[config.mk]
export PLATFORM = sky130hd
export DESIGN_NAME = program_loader
export DESIGN_NICKNAME = d
export VERILOG_FILES = /design/src/rtl/riscuinho_pkg.sv /design/src/rtl/loader_word_packer.sv /design/src/rtl/program_loader.sv
export SDC_FILE = /design/constraint.sdc
export NUM_CORES = 1
export LEC_CHECK = 0
export CELL_PAD_IN_SITES_DETAIL_PLACEMENT = 1
export CELL_PAD_IN_SITES_GLOBAL_PLACEMENT = 1
export CORE_ASPECT_RATIO = 0.5
export CORE_MARGIN = 5
export CORE_UTILIZATION = 50
export DETAILED_ROUTE_END_ITERATION = 10
export PLACE_DENSITY = 0.89
export SLEW_MARGIN = 10
export SYNTH_ARGS = -nofsm -noshare
export SYNTH_HDL_FRONTEND = slang
export SYNTH_HIERARCHICAL = 1
export SYNTH_SLANG_ARGS = --single-unit
[constraint.sdc]
create_clock -name clk -period 6.45 [get_ports clk]
set_input_delay 0.9675 -clock clk [delete_from_list [all_inputs] [get_ports clk]]
set_output_delay 0.9675 -clock clk [all_outputs]
set_load 0.02 [all_outputs]
[src/rtl/riscuinho_pkg.sv]
// riscuinho_pkg: shared loader state encoding, error codes and frame constants
package riscuinho_pkg;

    typedef enum logic [2:0] {
        S_IDLE,
        S_LEN,
        S_DATA,
        S_WRITE,
        S_CSUM,
        S_DONE,
        S_ERR
    } loader_state_t;

    localparam logic [1:0] ERR_LEN     = 2'd1;
    localparam logic [1:0] ERR_CSUM    = 2'd2;
    localparam logic [1:0] ERR_TIMEOUT = 2'd3;

    localparam logic [7:0] DEFAULT_MAGIC = 8'hA5;

endpackage

[src/rtl/loader_word_packer.sv]
// loader_word_packer: assembles little-endian bytes into words and keeps a running XOR
module loader_word_packer #(
    parameter int STEP = 4
) (
    input  logic              clk,
    input  logic              rst,
    input  logic              clear,
    input  logic              strobe,
    input  logic [7:0]        byte_in,
    output logic              word_ready,
    output logic [STEP*8-1:0] word,
    output logic [7:0]        xor_out
);

    localparam int W  = STEP * 8;
    localparam int IW = (STEP > 1) ? $clog2(STEP) : 1;

    logic [IW-1:0] idx;
    logic [W-1:0]  sh;

    // word already includes byte_in so the caller can latch a complete word on the last byte's edge
    assign word       = W'({byte_in, sh} >> 8);
    assign word_ready = strobe && idx == IW'(STEP - 1);

    // Byte index, shift register and checksum restart on clear and advance on each strobe
    always_ff @(posedge clk or posedge rst) begin
        if (rst) begin
            idx     <= '0;
            sh      <= '0;
            xor_out <= '0;
        end else if (clear) begin
            idx     <= '0;
            sh      <= '0;
            xor_out <= '0;
        end else if (strobe) begin
            idx     <= word_ready ? '0 : idx + 1'b1;
            sh      <= word;
            xor_out <= xor_out ^ byte_in;
        end
    end

endmodule

[src/rtl/program_loader.sv]
// program_loader: framed byte-stream loader that writes instruction words into program memory
module program_loader
    import riscuinho_pkg::*;
#(
    parameter int         INSTR_ADDR_WIDTH = 20,
    parameter int         STEP             = 4,
    parameter int         LEN_BYTES        = 3,
    parameter logic [7:0] MAGIC            = DEFAULT_MAGIC,
    parameter int         TIMEOUT          = 100000
) (
    input  logic                        clk,
    input  logic                        rst,
    input  logic [7:0]                  in_data,
    input  logic                        in_valid,
    output logic                        in_ready,
    output logic                        pgm,
    output logic [INSTR_ADDR_WIDTH-1:0] addr,
    output logic [STEP*8-1:0]           data,
    output logic                        core_hold,
    output logic                        done,
    output logic                        err,
    output logic [1:0]                  err_code
);

    localparam int AW  = INSTR_ADDR_WIDTH;
    localparam int W   = STEP * 8;
    localparam int LW  = LEN_BYTES * 8;
    localparam int CW  = (LW > AW + 1) ? LW : AW + 1;
    localparam int LCW = $clog2(LEN_BYTES + 1);
    localparam int TW  = $clog2(TIMEOUT + 1);
    localparam logic [CW-1:0] SIZE_W = CW'(1) << AW;

    loader_state_t state;
    logic [LW-1:0]  len;
    logic [LW-1:0]  len_next;
    logic [CW-1:0]  len_w;
    logic [LCW-1:0] lcnt;
    logic [AW:0]    widx;
    logic [TW-1:0]  tmo;
    logic           acc;
    logic           strobe;
    logic           clear;
    logic           word_ready;
    logic [W-1:0]   word;
    logic [7:0]     xsum;

    assign acc      = in_valid && in_ready;
    assign strobe   = acc && state == S_DATA;
    assign clear    = acc && state == S_IDLE && in_data == MAGIC;
    assign len_next = LW'({in_data, len} >> 8);
    assign len_w    = CW'(len_next);

    loader_word_packer #(
        .STEP(STEP)
    ) packer (
        .clk       (clk),
        .rst       (rst),
        .clear     (clear),
        .strobe    (strobe),
        .byte_in   (in_data),
        .word_ready(word_ready),
        .word      (word),
        .xor_out   (xsum)
    );

    // Frame sequencer; every output is registered alongside the state it belongs to
    always_ff @(posedge clk or posedge rst) begin
        if (rst) begin
            state     <= S_IDLE;
            in_ready  <= 1'b0;
            pgm       <= 1'b0;
            addr      <= '0;
            data      <= '0;
            core_hold <= 1'b0;
            done      <= 1'b0;
            err       <= 1'b0;
            err_code  <= '0;
            len       <= '0;
            lcnt      <= '0;
            widx      <= '0;
            tmo       <= '0;
        end else begin
            pgm  <= 1'b0;
            done <= 1'b0;
            err  <= 1'b0;
            case (state)
                S_IDLE: begin
                    in_ready <= 1'b1;
                    tmo      <= '0;
                    lcnt     <= '0;
                    widx     <= '0;
                    if (clear) begin
                        state     <= S_LEN;
                        core_hold <= 1'b1;
                    end
                end
                S_WRITE: begin
                    in_ready <= 1'b1;
                    widx     <= widx + 1'b1;
                    state    <= (CW'(widx + 1'b1) == CW'(len)) ? S_CSUM : S_DATA;
                end
                S_DONE, S_ERR: begin
                    in_ready <= 1'b1;
                    state    <= S_IDLE;
                end
                default: begin
                    if (acc) begin
                        tmo <= '0;
                        if (state == S_LEN) begin
                            len  <= len_next;
                            lcnt <= lcnt + 1'b1;
                            if (lcnt == LCW'(LEN_BYTES - 1)) begin
                                if (len_w > SIZE_W) begin
                                    state     <= S_ERR;
                                    err       <= 1'b1;
                                    err_code  <= ERR_LEN;
                                    core_hold <= 1'b0;
                                    in_ready  <= 1'b0;
                                end else begin
                                    state <= (len_w == '0) ? S_CSUM : S_DATA;
                                end
                            end
                        end else if (state == S_DATA) begin
                            if (word_ready) begin
                                state    <= S_WRITE;
                                pgm      <= 1'b1;
                                addr     <= widx[AW-1:0];
                                data     <= word;
                                in_ready <= 1'b0;
                            end
                        end else if (in_data == xsum) begin
                            state     <= S_DONE;
                            done      <= 1'b1;
                            core_hold <= 1'b0;
                            in_ready  <= 1'b0;
                        end else begin
                            state     <= S_ERR;
                            err       <= 1'b1;
                            err_code  <= ERR_CSUM;
                            core_hold <= 1'b0;
                            in_ready  <= 1'b0;
                        end
                    end else if (tmo == TW'(TIMEOUT - 1)) begin
                        state     <= S_ERR;
                        err       <= 1'b1;
                        err_code  <= ERR_TIMEOUT;
                        core_hold <= 1'b0;
                        in_ready  <= 1'b0;
                    end else begin
                        tmo <= tmo + 1'b1;
                    end
                end
            endcase
        end
    end

endmodule
==> run summary, run 1 <==
Final setup vio count: 0
Setup crit end kind: flop
Max-Cap Viols: 0
Ys async rst share: 100%
CORE AREA: 15,500 sq um
Ys flop type: dfrtp_1
Gr usage total: 24.9%
Congestion Overflow GR: 0
Psw: 1.46 mW
DRT Pass-1 Iters: 5
RSZ-0062 raised after global routing: no
Worst Path Buf+Inv: 2
Initial Utilization: 51.0%
Highest Clock Rate: 251 MHz
Vias/cell: 6.08
Synth top area cells: dfrtp_1 (51%), mux2_2 (11%), mux2i_1 (3.4%)
Ant diodes: 0
Worst R2R Start: state[1]
PortBufs: 69
Met3 usage: 5.38%
WHS: 0.507 ns
Slew Viols, Final: 0
Post-Synthesis Cells: 710
Drt drc: 0
Area of the multi-input gates: 3560 sq um
Fin crit share: 61.8%
Final ANT Viol Nets: 0
Layout cells sized above 1: 17.9%
Die width: 188 um
Clk sinks: 160
Syn Nets: 725
Mapped Area: 7890 sq um
Most common cell after layout, fill and taps aside: dfrtp_1
CTS tree: yes
Area of the die: 18,500 sq um
Final core utilization: 59.3%
Setup Fix Bufs, Post-CTS: 0
Layout Area Growth over Synthesis: 16.2%
Gate power share: 32.8%
H-tree levels: 4
CP Class: primary input to flop
Die Y: 98.8 um
Initial antenna violation count: 0
Maximum fanout along the worst path: 45
Cell Pwr Density: 415 nW/um^2
Pin count of the biggest net entering global routing: 74
Switching share of power: 38.3%
Crit path max-delay cell type: inv_2
Yosys warns: 6
Peak supply drop: 0.202 mV
Crit path required time: 6.76 ns
WP data arrival: 4.30 ns
CTS Hold Buffers Added: 0
Startpoint Class: primary input
Via count of the routed design: 5,901
Layout Skew: 0.0120 ns
Commonest cells after routing, fill and taps aside: dfrtp_1 (160), mux2_2 (76), clkdlybuf4s50_1 (69)
Lkg Pwr: 4.02 nW
Synth unique cells: 70
Crit path time final: 3.99 ns
Final wirelength: 22,400 um
Largest stage delay on the critical path: 0.78 ns
Max-slew headroom: 30.1%
Register area share after synthesis: 50.8%
Vias in the first global route: 6,577
Status: finished, final reports clean
First-pass GRT wire length: 36,900 um
CTS resizes: 0
Final-stage net count: 769
Clock transition at path regs: 0.07 ns
Share of the synthesized area in the top cell type: 50.8%
Gr busiest metal: met2
Core Rows: 32
CP delay by family, top: simple AND/OR/NAND/NOR gates
Worst-Skew Late Latency: 0.44 ns
Syn avg cell area: 11.1 sq um
CTS Buf Count: 17
Worst Setup SP: in_valid
GR Layer Usage met1: 31.9%
TNS Setup: 0 ns
Register share of total power: 40.5%
Hold Path Class: flop to flop
Reg-to-reg endpoint: state[1]
Register-to-Register Setup Slack: 2.74 ns
HPWL after DPL: 13,800 um
Met2 usage: 42.3%
Number of enable flip-flop cells after synthesis: 0
Reg2reg path depth: 9
Final hold vios: 0
Routed len/inst: 23.1 um
Crit-path cells: clkdlybuf4s50_1 > nand2_1 > or3_2 > inv_2 > and2_1 > o22ai_1 > a221oi_4 > o2111ai_1 > and4bb_1 > a21oi_1
Cell accounting for the most synthesized area: dfrtp_1
Clk pwr share: 26.7%
Final Wtd Congestion: 0.844
Crit path depth: 10
Fillcell total: 1,595
Tightest Pin Transition: 1.05 ns
Root Buffer: clkbuf_16
I/O pin count: 70
Register Area: 4000 sq um
Worst Setup EP: state[1]
Seq cells post-synth: 160
Max clock buf depth: 2
1st-iter DRT viols: 444
Cell Int Power: 2.35 mW
-- worst min-delay path by stage --
stage / endpoint / slack, ns / depth (start not counted) / start
after floorplan: lcnt[0] / 0.45 / 1 / lcnt[0]
after global placement: lcnt[0] / 0.46 / 1 / lcnt[0]
after detailed placement: data[27] / 0.50 / 1 / data[27]
after CTS: addr[0] / 0.51 / 1 / addr[0]
after global routing: data[14] / 0.54 / 1 / data[14]
final: addr[0] / 0.51 / 1 / addr[0]
-- logic make-up (layout without fill, tap and decap cells) --
group	Yosys count	after routing	share of synthesized area, %
simple gates	216	216	14.3
flops	160	160	50.8
compound gates	115	115	9.83
mux	103	103	14.3
buf+inv	59	116	4.11
xor+xnor	53	53	6.06
fa+ha+maj	4	4	0.634
-- worst register-to-register path: cells and delay by family (launching register included) --
kind | cells | cell delay [ns]
flops | 1 | 0.57
simple gates | 4 | 1.54
buf+inv | 1 | 0.78
compound gates | 4 | 0.71
-- cell type report --
type	instances	area share [%]
clock buffers	18	4.68
clock inverters	14	1.60
inverters	10	0.437
multi-input cells	491	38.9
flip-flops and latches	160	43.7
well taps	204	2.78
repair buffers	74	7.94
-- power groups by stage --
stage | logic [mW] | clock network (mW) | registers, mW
2_1_floorplan | 0.821 | 0 | 1.50
3_3_place_gp | 1.12 | 0 | 1.51
3_5_place_dp | 1.20 | 0 | 1.54
4_1_cts | 1.25 | 1.02 | 1.53
5_1_grt | 1.35 | 1.08 | 1.57
6_report | 1.25 | 1.02 | 1.54
-- state kept, by name, indices dropped and copies added (netlist names), 2 cells and up --
register        count
data               32
len                24
packer/sh          24
widx               21
addr               20
tmo                17
packer/xor_out      8
state               3
err_code            2
lcnt                2
packer/idx          2
-- metrics by stage --
stage,instances,power (mW),worst slack [ns],cell area [sq um]
floorplan,710,2.32,2.13,7890
global placement,939,2.63,2.31,8590
detailed placement,939,2.73,2.13,8590
CTS,971,3.80,2.50,9170
global route,971,4.00,2.28,9170
finish,971,3.81,2.46,9170
-- layer usage --
metal  up-vias  share of wire [%]
li1       2608                  -
met1      3070                 43
met2       181                 50
met3        42                5.2
met4         0                1.8
met5         -                  0
-- cell usage after synthesis (3+ instances only) --
cell      number
nor2b_1        5
clkbuf_8       3
o21ai_0       38
nor4_1        11
and3_1         7
o31ai_1       10
a21bo_2        4
o21a_1         4
nand2b_1       3
nand3_1       18
inv_1         10
ha_1           4
buf_4         10
buf_2          3
mux2i_1       27
a21bo_1        5
a31oi_1        3
o22ai_1        4
nand4_1       19
or4_1          4
nor3_1         9
nand3b_1       8
dfrtp_1      160
mux2_2        76
buf_6          4
nor2_1        68
xor2_1        27
nand2_1       41
a21oi_1       23
a21oi_2        5
xnor2_1       25
clkbuf_1      26
Note: power is estimated with default switching activity, not from simulation.
==> inputs of run 2 (changes only) <==
--- a/config.mk
+++ b/config.mk
@@ -9,9 +9,9 @@
 export CELL_PAD_IN_SITES_GLOBAL_PLACEMENT = 1
 export CORE_ASPECT_RATIO = 0.5
 export CORE_MARGIN = 5
-export CORE_UTILIZATION = 50
+export CORE_UTILIZATION = 46
 export DETAILED_ROUTE_END_ITERATION = 10
-export PLACE_DENSITY = 0.89
+export PLACE_DENSITY = 0.83
 export SLEW_MARGIN = 10
 export SYNTH_ARGS = -nofsm -noshare
 export SYNTH_HDL_FRONTEND = slang
==> constraint.sdc (replaced) <==
create_clock -name clk -period 3.81 [get_ports clk]
set_input_delay 0.5715 -clock clk [delete_from_list [all_inputs] [get_ports clk]]
set_output_delay 0.5715 -clock clk [all_outputs]
set_load 0.02 [all_outputs]
==> run 2 against run 1 <==
  * Hold slack got worse by 0.011 ns
  * Worst setup slack worse by 1.9 ns
  * Wire length shrank 4.1%
  * Count of clock-buffer cells in the layout up 2
==> run summary, run 2 (same netlist as run 1, synthesis figures left out) <==
Gr busiest metal: met2
Final Wtd Congestion: 0.835 (-0.98%)
Setup crit end kind: flop
CTS tree: yes
Psw: 2.34 mW (+61%)
CTS resizes: 0 (unchanged)
Final ANT Viol Nets: 0 (unchanged)
Slew Viols, Final: 0 (unchanged)
Register Area: 4000 sq um (unchanged)
DRT Pass-1 Iters: 5 (unchanged)
Worst-Skew Late Latency: 0.44 ns (about the same)
CTS Buf Count: 17 (unchanged)
I/O pin count: 70 (unchanged)
Fillcell total: 1,805 (+13%)
Tightest Pin Transition: 0.954 ns (-0.0929 ns)
Post-placement cell area: 8730 sq um (+1.6%)
RSZ-0062 raised after global routing: no
WP data arrival: 3.58 ns (-0.72 ns)
Maximum fanout along the worst path: 8 (-82%)
Crit path required time: 4.12 ns (-2.64 ns)
Commonest cells after routing, fill and taps aside: dfrtp_1 (160), mux2_2 (76), clkdlybuf4s50_1 (69)
Max clock buf depth: 2 (unchanged)
CTS Hold Buffers Added: 0 (unchanged)
Startpoint Class: flop
Final hold vios: 0 (unchanged)
Area of the die: 20,000 sq um (+8.0%)
Routed len/inst: 21.3 um (-7.6%)
Vias in the first global route: 6,384 (-2.9%)
Initial Utilization: 47.5% (-3.5 points)
Crit path time final: 3.26 ns
PortBufs: 69 (unchanged)
Cell Pwr Density: 696 nW/um^2 (+68%)
Final setup vio count: 0 (unchanged)
Lkg Pwr: 4.10 nW (+1.9%)
Register share of total power: 39.8% (-0.7 points)
Core Rows: 33 (+3.1%)
Crit path max-delay cell type: nor4_1
Setup Fix Bufs, Post-CTS: 0 (unchanged)
CORE AREA: 16,600 sq um (+7.4%)
Congestion Overflow GR: 0 (unchanged)
Layout Skew: 0.00944 ns (-0.00257 ns)
Fin crit share: 85.7%
First-pass GRT wire length: 35,400 um (-4.0%)
Final wirelength: 21,500 um (-4.1%)
Met2 usage: 38.4% (-3.9 points)
Highest Clock Rate: 306 MHz
Layout cells sized above 1: 19.0% (+1.1 points)
Vias/cell: 5.80 (-4.5%)
Hold Path Class: flop to flop
Die Y: 103 um (+3.8%)
Via count of the routed design: 5,844 (-0.97%)
Clk sinks: 160 (unchanged)
Final core utilization: 56.3% (-3.0 points)
Initial antenna violation count: 0 (unchanged)
1st-iter DRT viols: 411 (-7.4%)
HPWL after DPL: 14,200 um (+2.6%)
Largest regs: data x32, len x24, packer/sh x24
Layout Area Growth over Synthesis: 18.5%
Cell Int Power: 4.17 mW (+77%)
Pin count of the biggest net entering global routing: 97 (+31%)
H-tree levels: 4 (unchanged)
Final-stage net count: 782 (+1.7%)
Root Buffer: clkbuf_16
Reg with most FFs: data
Peak supply drop: 0.389 mV (+92%)
TNS Setup: 0 ns (unchanged)
Ant diodes: 0 (unchanged)
Met3 usage: 4.80% (-0.58 points)
WHS: 0.496 ns (-0.0109 ns)
Drt drc: 0 (unchanged)
CP Class: flop to flop
Clock transition at path regs: 0.07 ns (about the same)
Clk pwr share: 28.2% (+1.5 points)
Largest register FFs: 32 (unchanged)
GR Layer Usage met1: 28.8% (-3.1 points)
Gr usage total: 22.3% (-2.6 points)
Area of the multi-input gates: 3560 sq um (unchanged)
Largest stage delay on the critical path: 0.71 ns (-0.07 ns)
Most common cell after layout, fill and taps aside: dfrtp_1
Die width: 195 um (+4.0%)
Max-Cap Viols: 0 (unchanged)
Status: finished, final reports clean
Total Power: 6.51 mW (+71%)
Max-slew headroom: 36.2% (+6.1 points)
Switching share of power: 36.0% (-2.3 points)
Crit-path cells: ha_1 > nand3_1 > nor4_1 > xnor2_1 > nand2_1 > or4_1 > and4bb_1 > a21oi_1
Fin area: 9350 sq um (+2.0%)
Gate power share: 32.0% (-0.8 points)
-- run 2: changes by cell type in the layout (fill, tap and decap cells not counted), moves of 2 or more --
cell	previous run	this run
buf_4	5	17
bufinv_16	1	4
clkbuf_1	1	3
clkinv_4	4	1
clkinvlp_4	1	4
inv_8	3	0
-- run 2: layer usage --
layer	share of wire, %	vias to the layer above
met1	45	3038
li1	-	2642
met2	49	130
met4	1.6	0
met5	0	-
met3	4.0	34
-- run 2: path summary, 6_finish.rpt --
check / startpoint / endpoint / slack [ns] / cells past startpoint
setup / recovery: widx[0] / state[1] / 0.55 / 8
min in group asynchronous: rst / data[6] / 0.65 / 2
hold / removal: lcnt[0] / lcnt[0] / 0.50 / 1
hold reg to reg: lcnt[0] / lcnt[0] / 0.50 / 1
max in group asynchronous: rst / data[28] / 2.21 / 3
setup reg to reg: widx[0] / state[1] / 0.55 / 8
-- run 2: per-stage QoR --
stage                     cells  setup WS [ns]
after floorplan             710           1.15
after global placement      975          0.684
after detailed placement    975          0.611
after CTS                  1007          0.575
after global routing       1007          0.456
final                      1007          0.545
-- run 2: power groups by stage --
stage | sequential (mW) | combinational (mW) | clock, mW
floorplan | 2.54 | 1.39 | 0
global placement | 2.56 | 1.92 | 0
detailed placement | 2.60 | 2.05 | 0
CTS | 2.59 | 2.10 | 1.86
global route | 2.65 | 2.27 | 1.95
finish | 2.59 | 2.08 | 1.84
-- run 2: layout make-up --
type                       instances  share of cell area [%]
tap                              227                    3.04
sequential                       160                    42.8
timing repair buffer              87                    8.97
inverter                          10                   0.442
clock buffer                      20                    4.67
multi-input combinational        491                    38.1
clock inverter                    12                    1.95
-- run 2: worst max-delay path: cells and delay by family (launching register included) --
family                   cells  cell delay (ns)
AO/OA/AOI/OAI                1             0.07
AND/OR/NAND/NOR              5             2.04
XOR/XNOR                     1             0.20
adder cells (fa/ha/maj)      1             0.32
flip-flops                   1             0.51
==> inputs of run 3 (changes only) <==
--- a/config.mk
+++ b/config.mk
@@ -11,9 +11,8 @@
 export CORE_MARGIN = 5
 export CORE_UTILIZATION = 46
 export DETAILED_ROUTE_END_ITERATION = 10
-export PLACE_DENSITY = 0.83
+export PLACE_DENSITY = 0.84
 export SLEW_MARGIN = 10
 export SYNTH_ARGS = -nofsm -noshare
 export SYNTH_HDL_FRONTEND = slang
-export SYNTH_HIERARCHICAL = 1
 export SYNTH_SLANG_ARGS = --single-unit
==> constraint.sdc (replaced) <==
create_clock -name clk -period 3.1 [get_ports clk]
set_input_delay 0.465 -clock clk [delete_from_list [all_inputs] [get_ports clk]]
set_output_delay 0.465 -clock clk [all_outputs]
set_load 0.02 [all_outputs]
==> run 3 against run 2 <==
  * Cell count is 3.2% higher
  * Die area is 2.3% lower
  * Synthesized cell count is 3.4% higher
  * Sequential cell count stayed put
  * Fmax is 15% higher
  * Combinational power is 6% higher
  * Wire length is 0.34% higher
  * Utilization is 0.18 points higher
  * Clock skew is 0.0058 ns higher
==> run summary, run 3 <==
Via count of the routed design: 5,966 (+2.1%)
Top-count cell post-synth: dfrtp_1
Mapped Area: 7690 sq um (-2.5%)
Vias in the first global route: 6,454 (+1.1%)
Met3 usage: 3.96% (-0.84 points)
Drt drc: 0 (unchanged)
Max-slew headroom: 31.2% (-5.0 points)
Layout cells sized above 1: 17.5% (-1.5 points)
First-pass GRT wire length: 35,400 um (about the same)
Gr usage total: 23.3% (+0.96 points)
Fin crit share: 91.8% (+6.1 points)
Die width: 193 um (-1.2%)
Synth top area cells: dfrtp_1 (52%), mux2_2 (11%), nand2_1 (4.5%)
Fillcell total: 1,789 (-0.89%)
I/O pin count: 70 (unchanged)
Yosys warns: 0 (-6)
Final setup vio count: 0 (unchanged)
Largest register FFs: 32 (unchanged)
Post-Synthesis Cells: 734 (+3.4%)
Area of the die: 19,600 sq um (-2.3%)
Crit path max-delay cell type: dfrtp_1
Max-Cap Viols: 0 (unchanged)
1st-iter DRT viols: 429 (+4.4%)
CP delay by family, top: simple AND/OR/NAND/NOR gates
Final Wtd Congestion: 0.866 (+3.7%)
Syn Nets: 749 (+3.3%)
Ys flop type: dfrtp_1
Status: finished, final reports clean
Congestion Overflow GR: 0 (unchanged)
DRT Pass-1 Iters: 6 (+1)
Register area share after synthesis: 52.1% (+1.3 points)
Cell accounting for the most synthesized area: dfrtp_1
Commonest cells post-synth: dfrtp_1 (160), nand2_1 (92), mux2_2 (77)
Hold Path Class: primary input to async pin
Crit path required time: 3.39 ns (-0.73 ns)
Final hold vios: 0 (unchanged)
Most common cell after layout, fill and taps aside: dfrtp_1
TNS Setup: 0 ns (unchanged)
H-tree levels: 4 (unchanged)
Seq cells post-synth: 160 (unchanged)
Root Buffer: clkbuf_16
Core Rows: 33 (unchanged)
Worst Path Buf+Inv: 1 (+1)
Worst-Skew Late Latency: 0.44 ns (about the same)
Pin count of the biggest net entering global routing: 67 (-31%)
CP Class: flop to flop
Layout Area Growth over Synthesis: 20.5%
Lkg Pwr: 4.17 nW (+1.7%)
CTS Buf Count: 17 (unchanged)
Clock transition at path regs: 0.07 ns (about the same)
Initial antenna violation count: 0 (unchanged)
Final ANT Viol Nets: 0 (unchanged)
Slew Viols, Final: 0 (unchanged)
Clk sinks: 160 (unchanged)
Post-placement cell area: 8660 sq um (-0.77%)
WP data arrival: 3.14 ns (-0.44 ns)
Syn avg cell area: 10.5 sq um (-5.7%)
Commonest cells after routing, fill and taps aside: dfrtp_1 (160), nand2_1 (91), mux2_2 (77)
Reg with most FFs: data
Setup Fix Bufs, Post-CTS: 0 (unchanged)
CTS tree: yes
Peak supply drop: 0.579 mV (+49%)
Initial Utilization: 46.9% (-0.62 points)
Vias/cell: 5.74 (-1.1%)
CORE AREA: 16,400 sq um (-1.2%)
Final wirelength: 21,500 um (+0.34%)
Gr busiest metal: met2
Tightest Pin Transition: 1.03 ns (+0.0733 ns)
Fin area: 9260 sq um (-0.94%)
Maximum fanout along the worst path: 10 (+2)
Routed len/inst: 20.7 um (-2.8%)
Synth unique cells: 63 (-10%)
CTS resizes: 0 (unchanged)
RSZ-0062 raised after global routing: no
Crit path time final: 2.85 ns (-0.418 ns)
Layout Skew: 0.0153 ns (+0.00585 ns)
Crit-path cells: nand4_2 > nor4_2 > xnor2_1 > nor2_1 > a2111oi_0 > buf_4 > and4_1 > a21boi_0
Ant diodes: 0 (unchanged)
CTS Hold Buffers Added: 0 (unchanged)
Ys async rst share: 100% (unchanged)
Number of enable flip-flop cells after synthesis: 0 (unchanged)
Share of the synthesized area in the top cell type: 52.1% (+1.3 points)
Final-stage net count: 814 (+4.1%)
GR Layer Usage met1: 32.0% (+3.2 points)
PortBufs: 69 (unchanged)
Met2 usage: 38.4% (about the same)
Highest Clock Rate: 351 MHz (+15%)
Cell Pwr Density: 793 nW/um^2 (+14%)
Largest stage delay on the critical path: 0.59 ns (-0.12 ns)
Largest regs: data x32, len x24, packer.sh x24
Die Y: 101 um (-1.2%)
Startpoint Class: flop
HPWL after DPL: 14,500 um (+2.3%)
Setup crit end kind: flop
Max clock buf depth: 2 (unchanged)
## run 3: routing by layer
metal  share of wire, %  wire length (um)
met2                 49             10500
met4                1.2               248
met1                 46              9980
met5                  0                 0
met3                3.5               762
## run 3: cells by family (layout without fill, tap and decap cells)
group                      after synthesis  after routing  synth area share (%)
xor gates and xnor gates                57             57                  6.49
AOI/OAI and AO/OA                      121            121                  9.16
adders and majority gates                4              4                 0.651
and+or+nand+nor                        261            261                  17.1
DFF                                    160            160                  52.1
muxes                                   80             80                  11.7
buffers and inverters                   51            129                  2.83
## run 3: layout make-up
type | count | area, sq um | area share, %
Tap cell | 227 | 284 | 3.07
Clock inverter | 15 | 174 | 1.88
Multi-Input combinational cell | 523 | 3480 | 37.5
Inverter | 8 | 33.8 | 0.365
Clock buffer | 17 | 425 | 4.59
Sequential cell | 160 | 4000 | 43.2
Timing Repair Buffer | 89 | 866 | 9.35
## run 3: where the power goes
group	internal, mW	switching (mW)	total, mW
clock network	1.21	0.944	2.16
logic	0.950	1.25	2.20
registers	2.55	0.433	2.98
total	4.71	2.63	7.34
## run 3: final timing paths
kind	startpoint	to	slack [ns]	cells after the start
worst max-delay path	widx[5]	state[1]	0.25	8
worst min-delay path	rst	addr[6]	0.49	2
worst max register to register	widx[5]	state[1]	0.25	8
worst min register to register	addr[7]	addr[7]	0.51	1
max in group asynchronous	rst	data[4]	1.85	3
min in group clk	addr[7]	addr[7]	0.51	1
## run 3: worst reg2reg max path, delay by kind of cell (launching register included)
| kind | cells | cell delay (ns) |
|---|---|---|
| AND/OR/NAND/NOR | 4 | 1.05 |
| buffers and inverters | 1 | 0.22 |
| XOR/XNOR | 1 | 0.20 |
| flip-flops | 1 | 0.59 |
| AO/OA/AOI/OAI | 2 | 0.67 |
## run 3: per-stage QoR
| stage | instances | hold WS [ns] | power [mW] | utilization [%] | worst slack, ns |
|---|---|---|---|---|---|
| final | 1039 | 0.491 | 7.34 | 56.5 | 0.254 |
| after global routing | 1039 | 0.506 | 7.73 | 56.5 | 0.0190 |
| after CTS | 1039 | 0.497 | 7.40 | 56.5 | 0.291 |
| after detailed placement | 1007 | 0.482 | 5.17 | 52.9 | 0.300 |
| after global placement | 1007 | 0.456 | 5.04 | 52.9 | 0.445 |
| after floorplan | 734 | 0.437 | 4.27 | - | 0.606 |
